File: config.mk
export PLATFORM = sky130hd
export DESIGN_NAME = yblock_wb_port_flat
export DESIGN_NICKNAME = d
export VERILOG_FILES = /design/src/rtl/yblock_wb_port_if.sv /design/src/rtl/yblock_wb_port.sv /design/src/flat_wrapper.sv
export SDC_FILE = /design/constraint.sdc
export NUM_CORES = 1
export LEC_CHECK = 0
export ABC_AREA = 0
export ABC_CLOCK_PERIOD_IN_PS = 2800
export BUFFER_PORTS_ARGS = -buffer_cell sky130_fd_sc_hd__buf_2
export CAP_MARGIN = 10
export CORE_MARGIN = 2
export CORE_UTILIZATION = 55
export CTS_CLUSTER_DIAMETER = 40
export DETAILED_ROUTE_END_ITERATION = 12
export GPL_TIMING_DRIVEN = 0
export PLACE_DENSITY = 0.94
export SLEW_MARGIN = 5
export SYNTH_ARGS = -nofsm -noshare
export SYNTH_HDL_FRONTEND = slang
export SYNTH_SLANG_ARGS = --single-unit
File: constraint.sdc
create_clock -name wb_clk_i -period 2.8 [get_ports wb_clk_i]
set_input_delay 0.42 -clock wb_clk_i [delete_from_list [all_inputs] [get_ports wb_clk_i]]
set_output_delay 0.42 -clock wb_clk_i [all_outputs]
set_load 0.005 [all_outputs]
File: src/rtl/yblock_wb_port_if.sv
// Wishbone classic slave bus bundle for the yblock port.
// The master modport is the bus side and the slave modport is the register block side.
interface yblock_wb_port_if;
  logic        wbs_stb_i;
  logic        wbs_cyc_i;
  logic        wbs_we_i;
  logic [3:0]  wbs_sel_i;
  logic [31:0] wbs_adr_i;
  logic [31:0] wbs_dat_i;
  logic        wbs_ack_o;
  logic [31:0] wbs_dat_o;

  modport master (
    output wbs_stb_i, wbs_cyc_i, wbs_we_i, wbs_sel_i, wbs_adr_i, wbs_dat_i,
    input  wbs_ack_o, wbs_dat_o
  );

  modport slave (
    input  wbs_stb_i, wbs_cyc_i, wbs_we_i, wbs_sel_i, wbs_adr_i, wbs_dat_i,
    output wbs_ack_o, wbs_dat_o
  );
endinterface

File: src/rtl/yblock_wb_port.sv
// Wishbone register port for a yblock cell: a configuration clock pulse generator
// and an edge-data path that captures the cell outputs after a fixed settle time.
module yblock_wb_port #(
  parameter logic [31:0] BASE_ADR = 32'h3000_0000,
  parameter int unsigned PULSE_W  = 4,
  parameter int unsigned SETTLE   = 8
) (
  input  logic                   wb_clk_i,
  input  logic                   wb_rst_i,
  yblock_wb_port_if.slave        wb,
  output logic                   blk_reset,
  output logic                   blk_confclk,
  output logic [15:0]            blk_cfg,
  output logic [31:0]            blk_din,
  input  logic [15:0]            blk_cout,
  input  logic [31:0]            blk_dout
);

  localparam logic [2:0] OFF_CTRL    = 3'd0;
  localparam logic [2:0] OFF_CFG     = 3'd1;
  localparam logic [2:0] OFF_DIN     = 3'd2;
  localparam logic [2:0] OFF_STATUS  = 3'd3;
  localparam logic [2:0] OFF_DOUT_LO = 3'd4;
  localparam logic [2:0] OFF_DOUT_HI = 3'd5;

  localparam logic [7:0] PHASE_LAST = 8'(PULSE_W - 1);
  localparam logic [7:0] SETTLE_LD  = 8'(SETTLE);

  typedef enum logic [1:0] {
    S_IDLE  = 2'd0,
    S_SETUP = 2'd1,
    S_HIGH  = 2'd2,
    S_HOLD  = 2'd3
  } cfg_state_e;

  cfg_state_e  state_q, state_d;
  logic [7:0]  phase_q, phase_d;
  logic        confclk_q, confclk_d;
  logic [15:0] cfg_q, cfg_d;
  logic        reset_q, reset_d;
  logic [31:0] din_q, din_d;
  logic [7:0]  settle_q, settle_d;
  logic        valid_q, valid_d;
  logic [31:0] dout_lo_q, dout_lo_d;
  logic [15:0] dout_hi_q, dout_hi_d;
  logic        ack_q, ack_d;
  logic [31:0] dat_o_q, dat_o_d;
  logic        wr_q, wr_d;
  logic [2:0]  wr_off_q, wr_off_d;
  logic [31:0] wr_dat_q, wr_dat_d;

  logic        hit, stall, busy, capture;
  logic [2:0]  req_off;
  logic [31:0] rd_data;
  logic        ctrl_wr, cfg_wr, din_wr;
  logic        unused_bits;

  assign unused_bits = ^{wb.wbs_sel_i, wb.wbs_adr_i[7:5], wb.wbs_adr_i[1:0]};
  assign busy        = (state_q != S_IDLE);
  assign req_off     = wb.wbs_adr_i[4:2];

  // A request is acked in the cycle after it is seen; gating on ack_q forces
  // a dead cycle between transfers. A CFG write is held off until the pulse ends.
  // NOTE: every signal written in an always_comb gets a default first, so no path leaves it unassigned and no latch is inferred.
  always_comb begin : bus_front
    hit      = 1'b0;
    stall    = 1'b0;
    ack_d    = 1'b0;
    wr_d     = 1'b0;
    wr_off_d = req_off;
    wr_dat_d = wb.wbs_dat_i;
    dat_o_d  = '0;
    hit   = wb.wbs_stb_i && wb.wbs_cyc_i && !ack_q &&
            (wb.wbs_adr_i[31:8] == BASE_ADR[31:8]);
    stall = wb.wbs_we_i && (req_off == OFF_CFG) && busy;
    ack_d = hit && !stall;
    wr_d  = ack_d && wb.wbs_we_i;
    if (ack_d && !wb.wbs_we_i) dat_o_d = rd_data;
  end

  always_comb begin : read_mux
    rd_data = '0;
    case (req_off)
      OFF_CTRL:    rd_data = {31'b0, reset_q};
      OFF_DIN:     rd_data = din_q;
      OFF_STATUS:  rd_data = {30'b0, valid_q, busy};
      OFF_DOUT_LO: rd_data = dout_lo_q;
      OFF_DOUT_HI: rd_data = {16'b0, dout_hi_q};
      default:     rd_data = '0;
    endcase
  end

  // Writes take effect on the edge after their ack cycle.
  assign ctrl_wr = wr_q && (wr_off_q == OFF_CTRL);
  assign cfg_wr  = wr_q && (wr_off_q == OFF_CFG);
  assign din_wr  = wr_q && (wr_off_q == OFF_DIN);

  always_comb begin : cfg_fsm
    state_d   = state_q;
    phase_d   = phase_q;
    cfg_d     = cfg_q;
    confclk_d = 1'b0;
    case (state_q)
      S_IDLE: begin
        if (cfg_wr) begin
          state_d = S_SETUP;
          phase_d = PHASE_LAST;
          cfg_d   = wr_dat_q[15:0];
        end
      end
      default: begin
        if (phase_q == 8'd0) begin
          phase_d = PHASE_LAST;
          case (state_q)
            S_SETUP: state_d = S_HIGH;
            S_HIGH:  state_d = S_HOLD;
            default: state_d = S_IDLE;
          endcase
        end else begin
          phase_d = phase_q - 8'd1;
        end
      end
    endcase
    confclk_d = (state_d == S_HIGH);
  end

  // The cell outputs are sampled only once the settle window has elapsed, when
  // they are quiescent; a restart by a new DIN write suppresses that capture.
  always_comb begin : data_path
    reset_d   = reset_q;
    din_d     = din_q;
    settle_d  = settle_q;
    valid_d   = valid_q;
    dout_lo_d = dout_lo_q;
    dout_hi_d = dout_hi_q;
    capture   = 1'b0;
    if (ctrl_wr) reset_d = wr_dat_q[0];
    if (din_wr) begin
      din_d    = wr_dat_q;
      settle_d = SETTLE_LD;
    end else if (settle_q != 8'd0) begin
      settle_d = settle_q - 8'd1;
      capture  = (settle_q == 8'd1);
    end
    if (capture) begin
      dout_lo_d = blk_dout;
      dout_hi_d = blk_cout;
      valid_d   = 1'b1;
    end
    if (din_wr || cfg_wr || (ctrl_wr && wr_dat_q[0])) valid_d = 1'b0;
  end

  // NOTE: state registers use non-blocking assignments so every flop samples pre-edge values regardless of block order.
  always_ff @(posedge wb_clk_i) begin
    if (wb_rst_i) begin
      state_q   <= S_IDLE;
      phase_q   <= '0;
      confclk_q <= 1'b0;
      cfg_q     <= '0;
      reset_q   <= 1'b1;
      din_q     <= '0;
      settle_q  <= '0;
      valid_q   <= 1'b0;
      dout_lo_q <= '0;
      dout_hi_q <= '0;
      ack_q     <= 1'b0;
      dat_o_q   <= '0;
      wr_q      <= 1'b0;
      wr_off_q  <= '0;
      wr_dat_q  <= '0;
    end else begin
      state_q   <= state_d;
      phase_q   <= phase_d;
      confclk_q <= confclk_d;
      cfg_q     <= cfg_d;
      reset_q   <= reset_d;
      din_q     <= din_d;
      settle_q  <= settle_d;
      valid_q   <= valid_d;
      dout_lo_q <= dout_lo_d;
      dout_hi_q <= dout_hi_d;
      ack_q     <= ack_d;
      dat_o_q   <= dat_o_d;
      wr_q      <= wr_d;
      wr_off_q  <= wr_off_d;
      wr_dat_q  <= wr_dat_d;
    end
  end

  assign wb.wbs_ack_o = ack_q;
  assign wb.wbs_dat_o = dat_o_q;
  assign blk_reset    = reset_q;
  assign blk_confclk  = confclk_q;
  assign blk_cfg      = cfg_q;
  assign blk_din      = din_q;

endmodule

File: src/flat_wrapper.sv
// flat-port wrapper written by rule: the top's interface ports become plain ports
module yblock_wb_port_flat 
#(
  parameter logic [31:0] BASE_ADR = 32'h3000_0000,
  parameter int unsigned PULSE_W  = 4,
  parameter int unsigned SETTLE   = 8
)
  (wb_clk_i, wb_rst_i, blk_reset, blk_confclk, blk_cfg, blk_din, blk_cout, blk_dout, wb_wbs_stb_i, wb_wbs_cyc_i, wb_wbs_we_i, wb_wbs_sel_i, wb_wbs_adr_i, wb_wbs_dat_i, wb_wbs_ack_o, wb_wbs_dat_o);
  yblock_wb_port_if wb_i ();
  input  logic wb_clk_i;
  input  logic wb_rst_i;
  output logic blk_reset;
  output logic blk_confclk;
  output logic [15:0] blk_cfg;
  output logic [31:0] blk_din;
  input  logic [15:0] blk_cout;
  input  logic [31:0] blk_dout;
  input wire logic [$bits(wb_i.wbs_stb_i)-1:0] wb_wbs_stb_i;
  input wire logic [$bits(wb_i.wbs_cyc_i)-1:0] wb_wbs_cyc_i;
  input wire logic [$bits(wb_i.wbs_we_i)-1:0] wb_wbs_we_i;
  input wire logic [$bits(wb_i.wbs_sel_i)-1:0] wb_wbs_sel_i;
  input wire logic [$bits(wb_i.wbs_adr_i)-1:0] wb_wbs_adr_i;
  input wire logic [$bits(wb_i.wbs_dat_i)-1:0] wb_wbs_dat_i;
  output wire logic [$bits(wb_i.wbs_ack_o)-1:0] wb_wbs_ack_o;
  output wire logic [$bits(wb_i.wbs_dat_o)-1:0] wb_wbs_dat_o;
  assign wb_i.wbs_stb_i = wb_wbs_stb_i;
  assign wb_i.wbs_cyc_i = wb_wbs_cyc_i;
  assign wb_i.wbs_we_i = wb_wbs_we_i;
  assign wb_i.wbs_sel_i = wb_wbs_sel_i;
  assign wb_i.wbs_adr_i = wb_wbs_adr_i;
  assign wb_i.wbs_dat_i = wb_wbs_dat_i;
  assign wb_wbs_ack_o = wb_i.wbs_ack_o;
  assign wb_wbs_dat_o = wb_i.wbs_dat_o;
  yblock_wb_port #(.BASE_ADR(BASE_ADR), .PULSE_W(PULSE_W), .SETTLE(SETTLE)) u_core (.wb_clk_i(wb_clk_i), .wb_rst_i(wb_rst_i), .wb(wb_i), .blk_reset(blk_reset), .blk_confclk(blk_confclk), .blk_cfg(blk_cfg), .blk_din(blk_din), .blk_cout(blk_cout), .blk_dout(blk_dout));
endmodule
==> results of run 1 <==
cells by family after synthesis:
family | synth area share
AND/OR/NAND/NOR | 0.197
flip-flops | 0.547
AO/OA/AOI/OAI | 0.100
multiplexers | 0.0981
buffers and inverters | 0.0368
XOR/XNOR | 0.0103
adder cells (fa/ha/maj) | 0.0110
power breakdown:
part           internal [mW]  total [mW]  switching, mW
clock                   1.55        2.58           1.02
combinational          0.566        1.26          0.698
sequential              2.85        3.00          0.148
total                   4.97        6.84           1.87
metrics by stage:
step / utilization / cells
global placement: 0.662 / 1074
finish: 0.715 / 1107
floorplan: - / 714
CTS: 0.715 / 1106
global route: 0.715 / 1106
detailed placement: 0.662 / 1074
routing by layer:
metal / GRT usage / up-vias / part of all wire
li1: - / 2835 / -
met1: 0.336 / 2783 / 0.41
met2: 0.482 / 230 / 0.50
met3: 0.0685 / 44 / 0.064
met4: 0.108 / 2 / 0.021
met5: 0 / - / 0.00076
state kept, by name, indices dropped and copies added (netlist names):
register and flops:
u_core.blk_cfg 16, u_core.blk_confclk 1, u_core.blk_din 32, u_core.blk_reset 1, u_core.dout_hi_q 16, u_core.dout_lo_q 32, u_core.phase_q 8, u_core.settle_q 8
u_core.state_q 2, u_core.valid_q 1, u_core.wb.wbs_ack_o 1, u_core.wb.wbs_dat_o 32, u_core.wr_dat_q 32, u_core.wr_off_q 3, u_core.wr_q 1
how the worst max path moves through the flow:
| stage | to | depth (start not counted) | slack [ns] | startpoint |
|---|---|---|---|---|
| floorplan | u_core.dout_hi_q[0] | 8 | 1.10 | u_core.settle_q[0] |
| global placement | u_core.dout_hi_q[4] | 5 | 0.72 | wb_rst_i |
| detailed placement | u_core.dout_hi_q[14] | 5 | 0.69 | wb_rst_i |
| CTS | u_core.dout_hi_q[0] | 8 | 0.79 | u_core.settle_q[0] |
| global route | u_core.dout_hi_q[3] | 8 | 0.60 | u_core.settle_q[0] |
| finish | u_core.dout_hi_q[0] | 8 | 0.77 | u_core.settle_q[0] |
layout make-up:
type / count / area, um2
Antenna cell: 1 / 2.50
Sequential cell: 186 / 3720
Timing Repair Buffer: 192 / 961
Clock buffer: 20 / 457
Fill cell: 895 / 3440
Clock inverter: 12 / 186
Buffer: 46 / 220
Multi-Input combinational cell: 474 / 2830
Inverter: 8 / 30.0
Tap cell: 168 / 210
critical path, delay by kind of cell (launching register included):
kind                       cells  cell delay [ns]
adders and majority gates      1             0.24
DFF                            1             0.45
buffers and inverters          3             0.50
muxes                          1             0.19
and+or+nand+nor                3             0.54
layout by cell type (no fill, tap or decap), types with 4 or more instances in the layout:
cell type    n
clkbuf_16   17
nand3_1      5
nand2b_1     4
buf_2      202
a22oi_1     31
o21ai_0      4
a211oi_1     4
nor2_1      93
a21oi_1     55
mux2_2      14
nor3_1       8
nor2b_1     37
buf_4        5
nand2_1    108
ha_1         6
mux2i_1     51
inv_1        8
bufinv_16    4
clkbuf_1    26
xor2_1       5
dfxtp_1    186
nor4_1       8
==> results by group, run 1 <==
Outcome
  – Status: complete, no violations

Global routing
  – Vias in the first global route: 5711
  – Pin count of the biggest net entering global routing: 17
  – Overflow after GRT: 0
  – Antenna violations before repair: 1
  – GRT Total Usage: 0.279
  – First-pass GRT wire length: 28400 um

STA
  – Fin. Hold Viols: 0
  – Worst-margin pin slew: 0.726 ns
  – Tmin final: 2.03 ns
  – Unrepaired setup endpoints after global routing: no
  – Hold Slack: around 0.2 ns
  – Setup TNS Final: 0 ns
  – Setup Skew: 0.00972 ns
  – Max-slew headroom: 0.515
  – Fmax: 0.494 GHz
  – Final worst-path cycle share: 0.724
  – Fin worst setup slack: 0.774 ns
  – Count of final setup violators: 0
  – Max Slew Vio Count: 0

Clock tree
  – Number of setup buffers added after CTS: 0
  – H-tree lvl count: 4
  – CTS Buf Count: 17
  – Worst-skew pair later-pin latency: 0.43 ns
  – CTS root buf: clkbuf_16
  – Clk slew on worst S/H paths: 0.07 ns
  – Hold Buf Count CTS: 0
  – Post-CTS Resized: 0
  – Longest Clk Path Bufs: 2
  – CTS tree: yes
  – Clock sink count: about 190

Detailed routing
  – DR iter-0 viols: between 500 and 600
  – Routed Antenna Nets: 0
  – Via count: 5894
  – DRC Markers: 0
  – Drt first pass iters: 5
  – Final WL: between 15000 and 20000 um
  – Via-to-Cell Ratio: roughly 5.3
  – DR WL/cell: 16.6 um

Synthesis
  – Unique cell type count in the Yosys netlist: 52
  – Area share of the largest cell type after synthesis: 0.547
  – Post-synth ARST share: 0
  – Number of synthesized flops with an enable pin: 0
  – Avg Inst Size Synth: 9.53 um2
  – Register area share after synthesis: 0.547
  – Count leader, synth: dfxtp_1
  – Synth Instances: between 700 and 800
  – Ranking of synthesized cells by area: dfxtp_1, mux2i_1, nand2_1, nor2_1, a21oi_1
  – Synth Flop Type: dfxtp_1
  – Register bit total from synthesis: 186
  – Post-Syn Nets: between 800 and 900
  – Synth Cell Area: 6810 um2
  – Top post-synthesis cells by count: dfxtp_1, nand2_1, nor2_1, a21oi_1, mux2i_1
  – Synthesis warning total: 0
  – Yosys top cell by area: dfxtp_1

Place
  – Placement Setup Slack: 0.690 ns
  – HPWL after DPL: 13100 um
  – Port Buffer Count: 192
  – Total placed instance area: 7980 um2
  – RD Place Congestion: approximately 0.86

Floorplanning
  – Starting density of the core: 0.564
  – Num ports: 204
  – CORE AREA: 12100 um2
  – Die Width: 115 um
  – Total die area: 13300 um2
  – Die Ht: 115 um
  – # rows: 40

Worst setup path
  – R2r setup slk: 0.77 ns
  – CP max-delay cell: dfxtp_1
  – Most used cell, CP: buf_6
  – Worst r2r path cells: 8
  – CP required: 3.10 ns
  – Max incr delay on CP: 0.45 ns
  – Worst R2R End: u_core.dout_hi_q[0]
  – Worst Path Arrival: 2.33 ns
  – Endpoint class of the critical path: register
  – Setup crit start kind: register
  – Crit-path cells: inv_1 -> ha_1 -> nor3b_1 -> nand4_2 -> buf_6 -> buf_6 -> mux2i_1 -> nor2_1
  – Worst r2r src: u_core.settle_q[0]
  – Worst-path maximum fanout: 10
  – WS Path Type: reg -> reg

Worst hold path
  – Worst Hold End: u_core.wr_dat_q[15]
  – Hold WC Path Type: in -> reg
  – HP Start: wb_wbs_dat_i[15]
  – Hold depth: 2

Power and ir drop
  – Max VDD drop: 462 uV
  – LEAKAGE: 3.95 nW
  – Final Power: 6.84 mW
  – Power density over the cells: 793 nW/um2

Layout
  – Finished Cell Area: 8620 um2
  – Ratio of cells with drive above 1 in the final layout: 0.279
  – Synth-to-Final Area Change: 26.7%
  – Fin nets: 1052

Flow run
  – Max Cap Violations: 0
(Power assumes the default switching activity.)
==> run 2, diff against run 1 <==
Settings changed: ABC_AREA 0 to 1, ABC_CLOCK_PERIOD_IN_PS 2800 to 1910, CORE_UTILIZATION 55 to 52, PLACE_DENSITY 0.94 to 0.9.
Clock period 2.8 ns to 1.91 ns, I/O delays scaled along.
==> results by group, run 2 <==
Synthesis
  – Ranking of synthesized cells by area: dfxtp_1, nor2_1, nand2_1, inv_1, a21oi_1
  – Avg Inst Size Synth: ~7.5 um2
  – Synthesis warning total: 0
  – Top post-synthesis cells by count: nor2_1, dfxtp_1, nand2_1, inv_1, a21oi_1
  – Yosys top cell by area: dfxtp_1
  – Synth Cell Area: 7200 um2
  – Post-synth ARST share: 0
  – Area share of the largest cell type after synthesis: 0.517
  – Unique cell type count in the Yosys netlist: 29
  – Post-Syn Nets: 1085
  – Register bit total from synthesis: 186
  – Count leader, synth: nor2_1
  – Synth Instances: 958
  – Register area share after synthesis: 0.517
  – Synth Flop Type: dfxtp_1
  – Number of synthesized flops with an enable pin: 0

Place
  – HPWL after DPL: around 14000 um
  – RD Place Congestion: 0.908
  – Port Buffer Count: 192

Detailed routing
  – DRC Markers: 0
  – Drt first pass iters: 6
  – Routed Antenna Nets: 0
  – DR WL/cell: 14.4 um
  – Final WL: 19600 um
  – DR iter-0 viols: ~570
  – Via count: 6806
  – Via-to-Cell Ratio: approximately 5.0

STA
  – Unrepaired setup endpoints after global routing: no
  – Max-slew headroom: 0.563
  – Count of final setup violators: 0
  – Setup Skew: roughly 0.0080 ns
  – Hold Slack: around 0.056 ns
  – Max Slew Vio Count: 0
  – Worst-margin pin slew: 0.656 ns
  – Fmax: 0.581 GHz
  – Final worst-path cycle share: 0.902
  – Tmin final: about 1.7 ns
  – Setup TNS Final: 0 ns
  – Fin. Hold Viols: 0

Global routing
  – First-pass GRT wire length: 30200 um
  – Antenna violations before repair: 3
  – Overflow after GRT: 0
  – Pin count of the biggest net entering global routing: 18
  – GRT Total Usage: 0.265
  – Vias in the first global route: between 6000 and 7000

Layout
  – Synth-to-Final Area Change: 25.2%
  – Most frequent cells in the layout: buf_2, nor2_1, dfxtp_1, nand2_1, inv_1
  – Fin nets: 1296
  – Commonest non-fill, non-tap cell in the layout: buf_2
  – Ratio of cells with drive above 1 in the final layout: 0.251
  – Fill count: 1033

Worst setup path
  – Critical path buffer and inverter count: 3
  – Crit-path cells: inv_1 -> ha_1 -> inv_1 -> nand3_1 -> nand3_1 -> nor2_1 -> nand2_2 -> buf_4 -> nor2_1
  – CP required: 2.27 ns
  – Worst Path Arrival: 2.08 ns
  – Setup crit start kind: register
  – Endpoint class of the critical path: register
  – CP max-delay cell: dfxtp_1
  – Max incr delay on CP: 0.31 ns
  – WS Path Type: reg -> reg
  – Cell family with most CP delay: simple AND/OR/NAND/NOR gates
  – Worst-path maximum fanout: 10

Clock tree
  – Worst-skew pair later-pin latency: 0.43 ns
  – Number of setup buffers added after CTS: 0
  – CTS tree: yes
  – Hold Buf Count CTS: 0
  – Clock sink count: 186
  – CTS Buf Count: 17
  – Longest Clk Path Bufs: 2
  – H-tree lvl count: 4
  – CTS root buf: clkbuf_16
  – Post-CTS Resized: 0
  – Clk slew on worst S/H paths: 0.07 ns

Floorplanning
  – Num ports: 204
  – # rows: 42
  – Total die area: between 10000 and 15000 um2
  – Die Ht: about 120 um
  – CORE AREA: roughly 13000 um2
  – Die Width: 122 um
  – Starting density of the core: 0.537

Outcome
  – Status: complete, no violations

Power and ir drop
  – Power density over the cells: 1180 nW/um2
  – LEAKAGE: ~4.3 nW
  – Max VDD drop: 684 uV

Worst hold path
  – Hold WC Path Type: in -> reg

Flow run
  – Max Cap Violations: 0
[run 2: area by class of cell]
cell class	instances	area, um2	share of cell area
diodes	2	5.00	0.000555
plain buffers	47	245	0.0272
clock buffers	18	439	0.0487
clock inverters	14	186	0.0207
inverters	143	537	0.0596
multi-input cells	582	2700	0.299
flip-flops and latches	186	3720	0.413
well taps	176	220	0.0244
repair buffers	192	961	0.107
[run 2: worst min-delay path, stage by stage]
cell    delay, ns
buf_2        0.07
inv_1        0.03
nor2_1       0.06
[run 2: through the flow]
stage	area [um2]	worst slack, ns	power, mW	instances	utilization
global placement	8380	0.186	6.77	1326	0.625
floorplan	7200	0.530	6.33	958	-
global route	9010	0.0156	11.2	1360	0.673
detailed placement	8380	0.106	6.90	1326	0.625
finish	9010	0.188	10.6	1360	0.673
CTS	9010	0.158	10.6	1358	0.672
[run 2: cells by family (layout without fill, tap and decap cells)]
group | Yosys count | count (layout) | share of synthesized area
compound gates | 134 | 134 | 0.0989
xor+xnor | 7 | 7 | 0.00851
fa+ha+maj | 6 | 6 | 0.0104
buf+inv | 190 | 414 | 0.109
flops | 186 | 186 | 0.517
other cells | 0 | 2 | 0
simple gates | 435 | 435 | 0.256
[run 2: power by group]
group,switching (mW),leakage (nW),internal (mW)
combinational,1.52,2.53,0.829
clock,1.56,0.294,2.13
sequential,0.192,1.51,4.37
total,3.27,4.33,7.33
[run 2: final timing paths]
kind	from	to	slack (ns)	depth (start not counted)
max	u_core.state_q[0]	u_core.wb.wbs_dat_o[29]	0.19	9
min reg2reg	u_core.blk_cfg[9]	u_core.blk_cfg[9]	0.46	2
min	wb_wbs_dat_i[1]	u_core.wr_dat_q[1]	0.06	3
max reg2reg	u_core.state_q[0]	u_core.wb.wbs_dat_o[29]	0.19	9
[run 2: per-layer routing]
layer  part of all wire  track usage  vias up
met2               0.48        0.448      310
met3              0.081       0.0730       61
li1                   -            -     3375
met5            0.00066            0        -
met1               0.40        0.312     3058
met4              0.038        0.124        2
==> run 3, diff against run 2 <==
Settings changed: CORE_UTILIZATION 52 to 54, CTS_BUF_LIST set to sky130_fd_sc_hd__clkbuf_8, PLACE_DENSITY 0.9 to 0.92.
==> results by group, run 3 (synthesis results as in run 2) <==
Worst setup path
  – Endpoint class of the critical path: register
  – Worst-path maximum fanout: 10
  – CP max-delay cell: dfxtp_1
  – Worst Path Arrival: 2.01 ns
  – Worst r2r src: u_core.settle_q[0]
  – Max incr delay on CP: 0.38 ns
  – Most used cell, CP: buf_6
  – Critical Path Sink: u_core.dout_lo_q[11]
  – Critical path buffer and inverter count: 3
  – CP required: 2.26 ns
  – Cell family with most CP delay: simple AND/OR/NAND/NOR gates
  – R2r setup slk: 0.25 ns
  – Setup crit start kind: register
  – Worst r2r path cells: 8
  – Worst R2R End: u_core.dout_lo_q[11]
  – Critical path origin: u_core.settle_q[0]
  – Worst path depth: 8
  – Crit-path cells: inv_1 -> ha_1 -> nand4_1 -> nand3_2 -> buf_6 -> buf_6 -> nor2_2 -> nor2_1
  – WS Path Type: reg -> reg

Floorplanning
  – Die Ht: roughly 120 um
  – Num ports: 204
  – CORE AREA: between 10000 and 15000 um2
  – Die Width: ~120 um
  – # rows: 42
  – Total die area: between 10000 and 15000 um2
  – Starting density of the core: 0.548

Detailed routing
  – Via-to-Cell Ratio: 4.93
  – Drt first pass iters: 5
  – Via count: 6702
  – Routed Antenna Nets: 0
  – DRC Markers: 0
  – Final WL: 18400 um
  – DR WL/cell: 13.5 um
  – DR iter-0 viols: about 530

Worst hold path
  – Hold WC Path Type: in -> reg

STA
  – Count of final setup violators: 0
  – Max Slew Vio Count: 0
  – Unrepaired setup endpoints after global routing: no
  – Setup TNS Final: 0 ns
  – Fin. Hold Viols: 0
  – Final worst-path cycle share: 0.868
  – Fmax: 0.603 GHz
  – Tmin final: 1.66 ns
  – Worst-margin pin slew: 0.657 ns
  – Max-slew headroom: 0.562
  – Setup Skew: 0.00980 ns

Power and ir drop
  – Clock Power Share: 0.268
  – Psw: 3.06 mW
  – Final Power: 9.41 mW
  – Power density over the cells: 1070 nW/um2
  – Pint: around 6.3 mW
  – LEAKAGE: 4.21 nW
  – Comb power frac: 0.248
  – Sw Share: 0.325
  – Sequential share of power: 0.484
  – Max VDD drop: 523 uV

Place
  – Total placed instance area: 8380 um2
  – Port Buffer Count: around 190
  – RD Place Congestion: approximately 0.94
  – HPWL after DPL: 13800 um

Clock tree
  – CTS root buf: clkbuf_8
  – Post-CTS Resized: 0
  – Clock sink count: 186
  – H-tree lvl count: 4
  – Longest Clk Path Bufs: 2
  – CTS Buf Count: 17
  – CTS tree: yes
  – Worst-skew pair later-pin latency: 0.46 ns
  – Clk slew on worst S/H paths: 0.09 ns
  – Hold Buf Count CTS: 0
  – Number of setup buffers added after CTS: 0

Outcome
  – Status: complete, no violations

Layout
  – Most frequent cells in the layout: buf_2, nor2_1, dfxtp_1, nand2_1, inv_1
  – Commonest non-fill, non-tap cell in the layout: buf_2
  – Fin nets: 1296
  – Ratio of cells with drive above 1 in the final layout: 0.251
  – Synth-to-Final Area Change: 21.8%
  – Fill count: 1068
  – Finished Cell Area: 8770 um2
  – Final Util: 0.668

Global routing
  – GRT Total Usage: 0.258
  – First-pass GRT wire length: 29000 um
  – Pin count of the biggest net entering global routing: 17
  – Vias in the first global route: 6207
  – Overflow after GRT: 0
  – Antenna violations before repair: 3

Flow run
  – Max Cap Violations: 0
## run 3: changes by cell type in the layout (fill, tap and decap cells not counted)
cell,before,now
clkinv_4,2,4
clkbuf_16,17,0
bufinv_16,3,2
clkinvlp_4,4,7
clkinv_2,0,1
clkbuf_8,1,17
inv_8,2,0
inv_6,3,0
## run 3: layer usage
metal,up-vias,wire [um],share of wire,track usage
met2,283,8800,0.48,0.438
met4,2,718,0.039,0.135
met5,-,13,0.00071,0
met3,58,1290,0.070,0.0527
met1,2994,7580,0.41,0.309
li1,3365,-,-,-
## run 3: worst reg2reg max path, cell delays in order, from the launching register on
cell	delay, ns
dfxtp_1	0.38
inv_1	0.09
ha_1	0.22
nand4_1	0.15
nand3_2	0.19
buf_6	0.20
buf_6	0.15
nor2_2	0.10
nor2_1	0.06
## run 3: final cells by class
class                           count  area [um2]  area share
Multi-Input combinational cell    582        2700       0.307
Sequential cell                   186        3720       0.424
Tap cell                          176         220      0.0251
Timing Repair Buffer              192         961       0.110
Clock buffer                       17         234      0.0267
Antenna cell                        2        5.00    0.000570
Buffer                             47         245      0.0280
Clock inverter                     14         153      0.0174
Inverter                          143         537      0.0612
## run 3: worst min path at each step
stage / start / to / slack [ns] / depth (start not counted)
6_report: wb_wbs_dat_i[31] / u_core.wr_dat_q[31] / 0.02 / 3
5_1_grt: wb_wbs_dat_i[7] / u_core.wr_dat_q[7] / 0.02 / 3
4_1_cts: wb_wbs_dat_i[31] / u_core.wr_dat_q[31] / 0.004 / 3
3_5_place_dp: u_core.phase_q[0] / u_core.phase_q[0] / 0.46 / 1
3_3_place_gp: u_core.phase_q[0] / u_core.phase_q[0] / 0.44 / 1
2_1_floorplan: wb_wbs_dat_i[0] / u_core.wr_dat_q[0] / 0.39 / 2
## run 3: per-stage QoR
| stage | setup slack (ns) | hold slack (ns) | instances |
|---|---|---|---|
| 3_5_place_dp | 0.160 | 0.455 | 1326 |
| 3_3_place_gp | 0.210 | 0.440 | 1326 |
| 6_report | 0.252 | 0.0218 | 1359 |
| 4_1_cts | 0.228 | 0.00434 | 1357 |
| 5_1_grt | 0.0907 | 0.0173 | 1359 |
| 2_1_floorplan | 0.530 | 0.393 | 958 |
## run 3: power groups by stage
stage               Sequential (mW)  Clock [mW]  Combinational [mW]
CTS                            4.55        2.55                2.30
detailed placement             4.63           0                2.26
floorplan                      4.58           0                1.74
global route                   4.60        2.70                2.63
global placement               4.61           0                2.17
finish                         4.55        2.53                2.33
